File: src/rtl/vga_sched_pkg.sv
// Shared types and constants for the VGA mode scheduler.
// Holds the scheduler state encoding, field widths, osel codes and the AUTO next-mode search.
package vga_sched_pkg;

   localparam int MODE_W = 3;
   localparam int OSEL_W = 2;

   localparam logic [OSEL_W-1:0] OSEL_R   = 2'd0;
   localparam logic [OSEL_W-1:0] OSEL_G   = 2'd1;
   localparam logic [OSEL_W-1:0] OSEL_B   = 2'd2;
   localparam logic [OSEL_W-1:0] OSEL_OFF = 2'd3;

   typedef enum logic [0:0] {
      ST_MANUAL = 1'b0,
      ST_AUTO   = 1'b1
   } sched_state_t;

   // Lowest enabled mode strictly after cur, wrapping; an empty mask leaves cur unchanged.
   function automatic logic [MODE_W-1:0] next_mode(input logic [MODE_W-1:0] cur,
                                                   input logic [7:0]        mask);
      logic [MODE_W-1:0] res;
      logic [MODE_W-1:0] cand;
      logic              found;
      res   = cur;
      found = 1'b0;
      for (int i = 1; i <= 8; i++) begin
         cand = cur + MODE_W'(i);
         if (!found && mask[cand]) begin
            res   = cand;
            found = 1'b1;
         end
      end
      return res;
   endfunction

endpackage

File: src/rtl/vga_sched_sync.sv
// W-bit two-flop synchroniser for asynchronous pins, asynchronous active-high reset to 0.
module vga_sched_sync #(
   parameter int W = 1
) (
   input  logic         clk,
   input  logic         rst,
   input  logic [W-1:0] d,
   output logic [W-1:0] q
);

   genvar gi;
   generate
      for (gi = 0; gi < W; gi++) begin : g_bit
         logic meta_reg;
         logic sync_reg;

         always_ff @(posedge clk or posedge rst) begin
            if (rst) begin
               meta_reg <= 1'b0;
               sync_reg <= 1'b0;
            end else begin
               meta_reg <= d[gi];
               sync_reg <= meta_reg;
            end
         end

         assign q[gi] = sync_reg;
      end
   endgenerate

endmodule

File: src/rtl/vga_mode_scheduler.sv
// Frame-synchronous configuration controller: reloads core mode/options only at vsync active edges.
// Define MODESCHED_AUTO_EN to build the AUTO mode stepper (dwell counter, step button, MODE_MASK).
module vga_mode_scheduler
   import vga_sched_pkg::*;
#(
   parameter int         DWELL_FRAMES  = 60,
   parameter logic [7:0] MODE_MASK     = 8'hFF,
   parameter int         VSYNC_ACT_LOW = 1
) (
   input  logic              clk,
   input  logic              rst,
   input  logic              vsync,
   input  logic [MODE_W-1:0] ui_mode,
   input  logic              ui_mixnoise,
   input  logic              ui_usewobble,
   input  logic [OSEL_W-1:0] ui_osel,
   input  logic              ui_auto,
   input  logic              ui_step,
   output logic [MODE_W-1:0] inymode,
   output logic              mixnoise,
   output logic              usewobble,
   output logic [OSEL_W-1:0] osel,
   output logic              cfg_update,
   output logic [7:0]        frame_count
);

   localparam int   SYNC_W     = MODE_W + OSEL_W + 4;
   localparam logic VS_ACT_LVL = (VSYNC_ACT_LOW != 0) ? 1'b0 : 1'b1;

   logic [SYNC_W-1:0] pins_raw;
   logic [SYNC_W-1:0] pins_s;
   logic [MODE_W-1:0] mode_s;
   logic              mix_s;
   logic              wob_s;
   logic [OSEL_W-1:0] osel_s;
   logic              auto_s;
   logic              step_s;

   assign pins_raw = {ui_step, ui_auto, ui_osel, ui_usewobble, ui_mixnoise, ui_mode};

   vga_sched_sync #(
      .W (SYNC_W)
   ) u_sync (
      .clk (clk),
      .rst (rst),
      .d   (pins_raw),
      .q   (pins_s)
   );

   assign mode_s = pins_s[MODE_W-1:0];
   assign mix_s  = pins_s[MODE_W];
   assign wob_s  = pins_s[MODE_W+1];
   assign osel_s = pins_s[MODE_W+2 +: OSEL_W];
   assign auto_s = pins_s[MODE_W+OSEL_W+2];
   assign step_s = pins_s[MODE_W+OSEL_W+3];

   // Frame boundary detect; hist_valid_reg keeps the first post-reset sample from firing fb.
   logic       vs_reg;
   logic       vs_prev_reg;
   logic [1:0] hist_valid_reg;
   logic       vs_act;
   logic       vs_prev_act;
   logic       fb;

   always_ff @(posedge clk or posedge rst) begin
      if (rst) begin
         vs_reg         <= 1'b0;
         vs_prev_reg    <= 1'b0;
         hist_valid_reg <= 2'b00;
      end else begin
         vs_reg         <= vsync;
         vs_prev_reg    <= vs_reg;
         hist_valid_reg <= {hist_valid_reg[0], 1'b1};
      end
   end

   assign vs_act      = (vs_reg == VS_ACT_LVL);
   assign vs_prev_act = (vs_prev_reg == VS_ACT_LVL);
   assign fb          = hist_valid_reg[1] & vs_act & ~vs_prev_act;

   logic [MODE_W-1:0] inymode_reg;
   logic [MODE_W-1:0] inymode_next;
   logic              mixnoise_reg;
   logic              usewobble_reg;
   logic [OSEL_W-1:0] osel_reg;
   logic              cfg_update_reg;
   logic [7:0]        frame_count_reg;

   always_ff @(posedge clk or posedge rst) begin
      if (rst) begin
         inymode_reg     <= '0;
         mixnoise_reg    <= 1'b0;
         usewobble_reg   <= 1'b0;
         osel_reg        <= OSEL_R;
         cfg_update_reg  <= 1'b0;
         frame_count_reg <= 8'd0;
      end else begin
         cfg_update_reg <= fb;
         inymode_reg    <= inymode_next;
         if (fb) begin
            mixnoise_reg    <= mix_s;
            usewobble_reg   <= wob_s;
            osel_reg        <= osel_s;
            frame_count_reg <= frame_count_reg + 8'd1;
         end
      end
   end

`ifdef MODESCHED_AUTO_EN
   localparam int                 DWELL_W    = $clog2(DWELL_FRAMES + 1);
   localparam logic [DWELL_W-1:0] DWELL_LAST = DWELL_W'(DWELL_FRAMES - 1);

   sched_state_t       state_reg;
   sched_state_t       state_next;
   logic [DWELL_W-1:0] dwell_reg;
   logic [DWELL_W-1:0] dwell_next;
   logic               step_prev_reg;
   logic               step_evt;

   // ui_step is only looked at on frame boundaries, which debounces the button.
   assign step_evt = step_s & ~step_prev_reg;

   always_comb begin
      state_next   = state_reg;
      dwell_next   = dwell_reg;
      inymode_next = inymode_reg;
      if (fb) begin
         case (state_reg)
            ST_MANUAL: begin
               if (auto_s) begin
                  state_next = ST_AUTO;
                  dwell_next = '0;
               end else begin
                  inymode_next = mode_s;
               end
            end
            ST_AUTO: begin
               if (!auto_s) begin
                  state_next   = ST_MANUAL;
                  inymode_next = mode_s;
               end else if (step_evt || (dwell_reg == DWELL_LAST)) begin
                  inymode_next = next_mode(inymode_reg, MODE_MASK);
                  dwell_next   = '0;
               end else begin
                  dwell_next = dwell_reg + DWELL_W'(1);
               end
            end
            default: state_next = ST_MANUAL;
         endcase
      end
   end

   always_ff @(posedge clk or posedge rst) begin
      if (rst) begin
         state_reg     <= ST_MANUAL;
         dwell_reg     <= '0;
         step_prev_reg <= 1'b0;
      end else begin
         state_reg <= state_next;
         dwell_reg <= dwell_next;
         if (fb) begin
            step_prev_reg <= step_s;
         end
      end
   end
`else
   // Manual-only build: inymode follows the pins at every frame boundary.
   assign inymode_next = fb ? mode_s : inymode_reg;

   logic _unused;
   assign _unused = &{1'b0, auto_s, step_s, MODE_MASK, 1'(DWELL_FRAMES)};
`endif

   assign inymode     = inymode_reg;
   assign mixnoise    = mixnoise_reg;
   assign usewobble   = usewobble_reg;
   assign osel        = osel_reg;
   assign cfg_update  = cfg_update_reg;
   assign frame_count = frame_count_reg;

endmodule

File: config.mk
export PLATFORM = sky130hd
export DESIGN_NAME = vga_mode_scheduler
export DESIGN_NICKNAME = d
export VERILOG_FILES = /design/src/rtl/vga_sched_pkg.sv /design/src/rtl/vga_sched_sync.sv /design/src/rtl/vga_mode_scheduler.sv
export SDC_FILE = /design/constraint.sdc
export NUM_CORES = 1
export LEC_CHECK = 0
export CORE_MARGIN = 2
export CORE_UTILIZATION = 36
export CTS_CLUSTER_DIAMETER = 200
export CTS_CLUSTER_SIZE = 40
export DETAILED_ROUTE_END_ITERATION = 10
export PLACE_DENSITY = 0.69
export SYNTH_ARGS = -nofsm -noshare
export SYNTH_HDL_FRONTEND = slang
export SYNTH_SLANG_ARGS = --single-unit
File: constraint.sdc
create_clock -name clk -period 3 [get_ports clk]
set_input_delay 0.3 -clock clk [delete_from_list [all_inputs] [get_ports clk]]
set_output_delay 0.3 -clock clk [all_outputs]
set_load 0.005 [all_outputs]
After elaboration in Yosys (flattened, before gate mapping)

Cells that the tools add are included.

ROM bits: 0
Output and inout bits: 16
Word-level logic and storage cells: 27
Bits in latches: 0
RAM bits: 0
Bits in registers: 34
Memories kept: 0
Input bits: 12

$add $sub $neg: 1
Eq/ne operators: 0
Multipliers: 0
Divide/modulo/power cells: 0
Mux-type cells: 0
Shift-type cells: 0
Reduce and logical (&&, ||, !) cells: 0
Magnitude comparators: 0
Bitwise operators: 3

Operators by type and width:

| cell                  | count |
|---|---|
| $add A8 B1 Y8 const B | 1 |
| $and A1 B1 Y1         | 2 |
| $not A1 Y1            | 1 |

Logic depth before layout (Yosys ltp)

Depth in word-level cells: 3
Gate-level depth with buffers: 5
Mapped depth without buffers: 4

By module

From an unflattened synthesis, not the netlist that was laid out.

Cell total of the unflattened synthesis: 96
Area, all modules: 1311.3 µm²

By module, submodules not included:

| module             | times used | cells each | area an instance (µm²) |
|---|---|---|---|
| vga_mode_scheduler | 1          | 68         | 789.5 |
| vga_sched_sync     | 1          | 28         | 521.8 |

Worst setup path before layout

Ideal clock, no wire load.

Kind: register to register
Start point: reg vs_reg
End point: reg frame_count_reg[2], in the netlist frame_count[2]
Data arrival time: 0.886 ns
Path slack: 1.988 ns
Stages on the path, launching flop included: 6
Period minus slack after synthesis: 1.012 ns
Path through: dfrtp_1 -> nand3b_4 -> inv_2 -> buf_6 -> nand2_2 -> xnor2_1

Word-level cells in the longest chain between the ends: 3

Ends and longest elaborated chain:

| element                     | RTL line                  | source |
|---|---|---|
| start: declaration          | vga_mode_scheduler.sv:58  | `logic vs_reg;` |
| start signal: assignment    | vga_mode_scheduler.sv:71  | `vs_reg <= vsync;` |
| $not A1 Y1                  | vga_mode_scheduler.sv:77  | `assign vs_act = (vs_reg == VS_ACT_LVL);` |
| $and A1 B1 Y1 (2 in series) | vga_mode_scheduler.sv:79  | `assign fb = hist_valid_reg[1] & vs_act & ~vs_prev_act;` |
| net fb                      | vga_mode_scheduler.sv:63  | `logic fb;` |
| end signal: assignment      | vga_mode_scheduler.sv:104 | `frame_count_reg <= frame_count_reg + 8'd1;` |
| end: declaration            | vga_mode_scheduler.sv:87  | `logic [7:0] frame_count_reg;` |

The timed path passes the listed nets, and every way through them passes these cells.
A chain may end at the register's enable or synchronous reset.

Worst setup path in the final report

Start point: reg frame_count_reg[3], in the netlist frame_count[3]
End point: out frame_count[3]

RTL lines:

| element          | RTL line                 | source |
|---|---|---|
| end: declaration | vga_mode_scheduler.sv:24 | `output logic [7:0] frame_count` |

No word-level cell between the ends.

==> summary.txt <==
Layout
  • Layout net count: 126
  • Most common cell after layout, fill and taps aside: dfrtp_1
  • Fin area: 1505 µm²
  • Layout cells sized above 1: 0.1228
  • Commonest cells after routing, fill and taps aside: dfrtp_1, nand2_1, clkdlybuf4s50_1, clkbuf_4, xnor2_1
  • Max FFs per register: 8
  • Antenna diodes: 0
  • Area of the multi-input gates: 259.0 µm²
  • Syn-to-layout area delta: 32.05%
  • Sequential cell area: 850.8 µm²
  • Fillers: 272

Hold path
  • Worst hold path class: input pin to async pin

Clock network
  • CTS root buf: clkbuf_4
  • Worst-Skew Late Latency: 320 ps
  • Setup bufs post-CTS: 0
  • H-tree levels: 2
  • Clk sinks: 34
  • CTS clk-pin slew, worst paths: 100 ps
  • CTS buffer count: 5
  • TritonCTS clock tree: built
  • Hold_buf cts: 0
  • CTS max path bufs: 2
  • Post-CTS sizing: 0

Placement
  • Port bufs: 25
  • Gpl congestion: 0.6280
  • Cell Area, Placed: 1430 µm²
  • Post-DP HPWL: 1.099 mm

Route
  • DRT Pass-1 Iters: 3
  • Total wire length: 1.621 mm
  • Initial drt markers: 7
  • Vias/cell: 4.139
  • Routed len/inst: 10.26 µm
  • Post-route ant nets: 0
  • Remaining DRCs: 0
  • Vias: 654

Floorplan
  • Die Y: 60.27 µm
  • Area of the die: 3632 µm²
  • Die W: 60.27 µm
  • Number of I/O pins: 28
  • Initial Util: 0.3764
  • Core Region: 3028 µm²
  • Cell row count: 20

Timing
  • Fmax: 0.6191 GHz
  • Crit share post-route: 0.5384
  • Sum Neg Setup Slack: 0 ps
  • Worst Skew: 6.308 ps
  • RSZ-0062 raised after global routing: no
  • Final count of pins violating max slew: 0
  • Final hold vios: 0
  • Fin crit period: 1615 ps
  • Final setup fails: 0

Synthesis
  • Synth area leader: dfrtp_1
  • Top cell type's share of synthesized area: 0.7464
  • Avg Inst Size Synth: 13.90 µm²
  • Yosys warning total: 0
  • Synth Instances: 82
  • Syn Nets: 95
  • Synthesized area: 1140 µm²
  • Post-synthesis sequential area ratio: 0.7464
  • Distinct cells, synth: 16
  • Synth top area cells: dfrtp_1, nand2_1, xnor2_1
  • FF+latch count, synth: 34

Setup path
  • Top delay family on crit path: buffers and inverters
  • Worst EP arrival: 1320 ps
  • Crit path capture type: output port
  • Buf/Inv on CP: 1
  • Worst Path Required: 2700 ps
  • Crit path largest cell delay: 540 ps
  • CP Cell Sequence: clkdlybuf4s50_1
  • Slowest-stage cell, CP: clkdlybuf4s50_1
  • Crit path kind: register to output port
  • Kind of start point of the critical path: register
  • CP Max Fanout: 6

Power
  • Final Power: 1050 µW
  • Lkg Pwr: 0.0007079 µW
  • PD cells: 697.5 nW/µm²
  • Worst VDD drop: 0.2867 mV

Global route
  • Grt ovf: 0
  • Initial antenna violation count: 0
  • First-pass GRT wire length: 2.649 mm
  • Gr usage total: 0.1069
  • Vias in the first global route: 649
  • Pin count of the biggest net entering global routing: 35

Run
  • Max cap viols: 0

Run status
  • Run status: completed
==> per-stage QoR <==
step                      std cells  worst slack (ps)  hold slack, ps    util
after global placement          150              1737           331.4  0.4723
after global routing            158              1327           366.0  0.4971
after detailed placement        150              1704           334.7  0.4723
final                           158              1385           345.3  0.4971
after CTS                       158              1367           355.1  0.4971
after floorplan                  82              1952           331.2       -
==> Yosys cell counts, drive strengths merged <==
| library cell | count |
|---|---|
| conb | 1 |
| nand2 | 26 |
| and3 | 1 |
| dfrtp | 34 |
| nor2 | 1 |
| xor2 | 3 |
| nand4 | 3 |
| nand3b | 1 |
| inv | 2 |
| xnor2 | 4 |
| nor3 | 2 |
| ha | 1 |
| nand3 | 1 |
| buf | 2 |
==> path summary, 6_finish.rpt <==
check	start	slack (ps)	to	depth (start not counted)
max	frame_count[3]	1380	frame_count[3]	1
min	rst	350	cfg_update	3
max reg2reg	vs_reg	1710	frame_count[4]	4
min reg2reg	hist_valid_reg[0]	350	hist_valid_reg[1]	0
max in group asynchronous	rst	2360	osel[1]	3
min in group clk	hist_valid_reg[0]	350	hist_valid_reg[1]	0
==> layout make-up <==
cell class | count | area share
tap | 44 | 0.03658
inverter | 2 | 0.004988
multi-input combinational | 44 | 0.1721
clock inverter | 1 | 0.01995
timing repair buffer | 26 | 0.1712
sequential | 34 | 0.5653
clock buffer | 7 | 0.02993
==> kinds of logic after synthesis <==
group / synth area share
simple gates: 0.1592
flops: 0.7464
xor+xnor: 0.05379
buf+inv: 0.02634
fa+ha+maj: 0.01098
other cells: 0.003290
==> metal layers <==
metal  routed length, µm  share of wire  vias to the layer above  global-route usage
li1                    -              -                      316                   -
met1                 709           0.44                      309              0.1277
met2                 775           0.48                       24              0.1584
met3                 102          0.063                        5             0.04545
met4                  34          0.021                        0             0.06667
met5                   0              0                        -                   0
==> power breakdown <==
group          total, µW  switching, µW  internal (µW)
Clock                315            138            177
Combinational        171           60.9            111
Sequential           564           51.6            512
Total               1050            251            799
No activity file was read; power rests on OpenSTA's default activity.
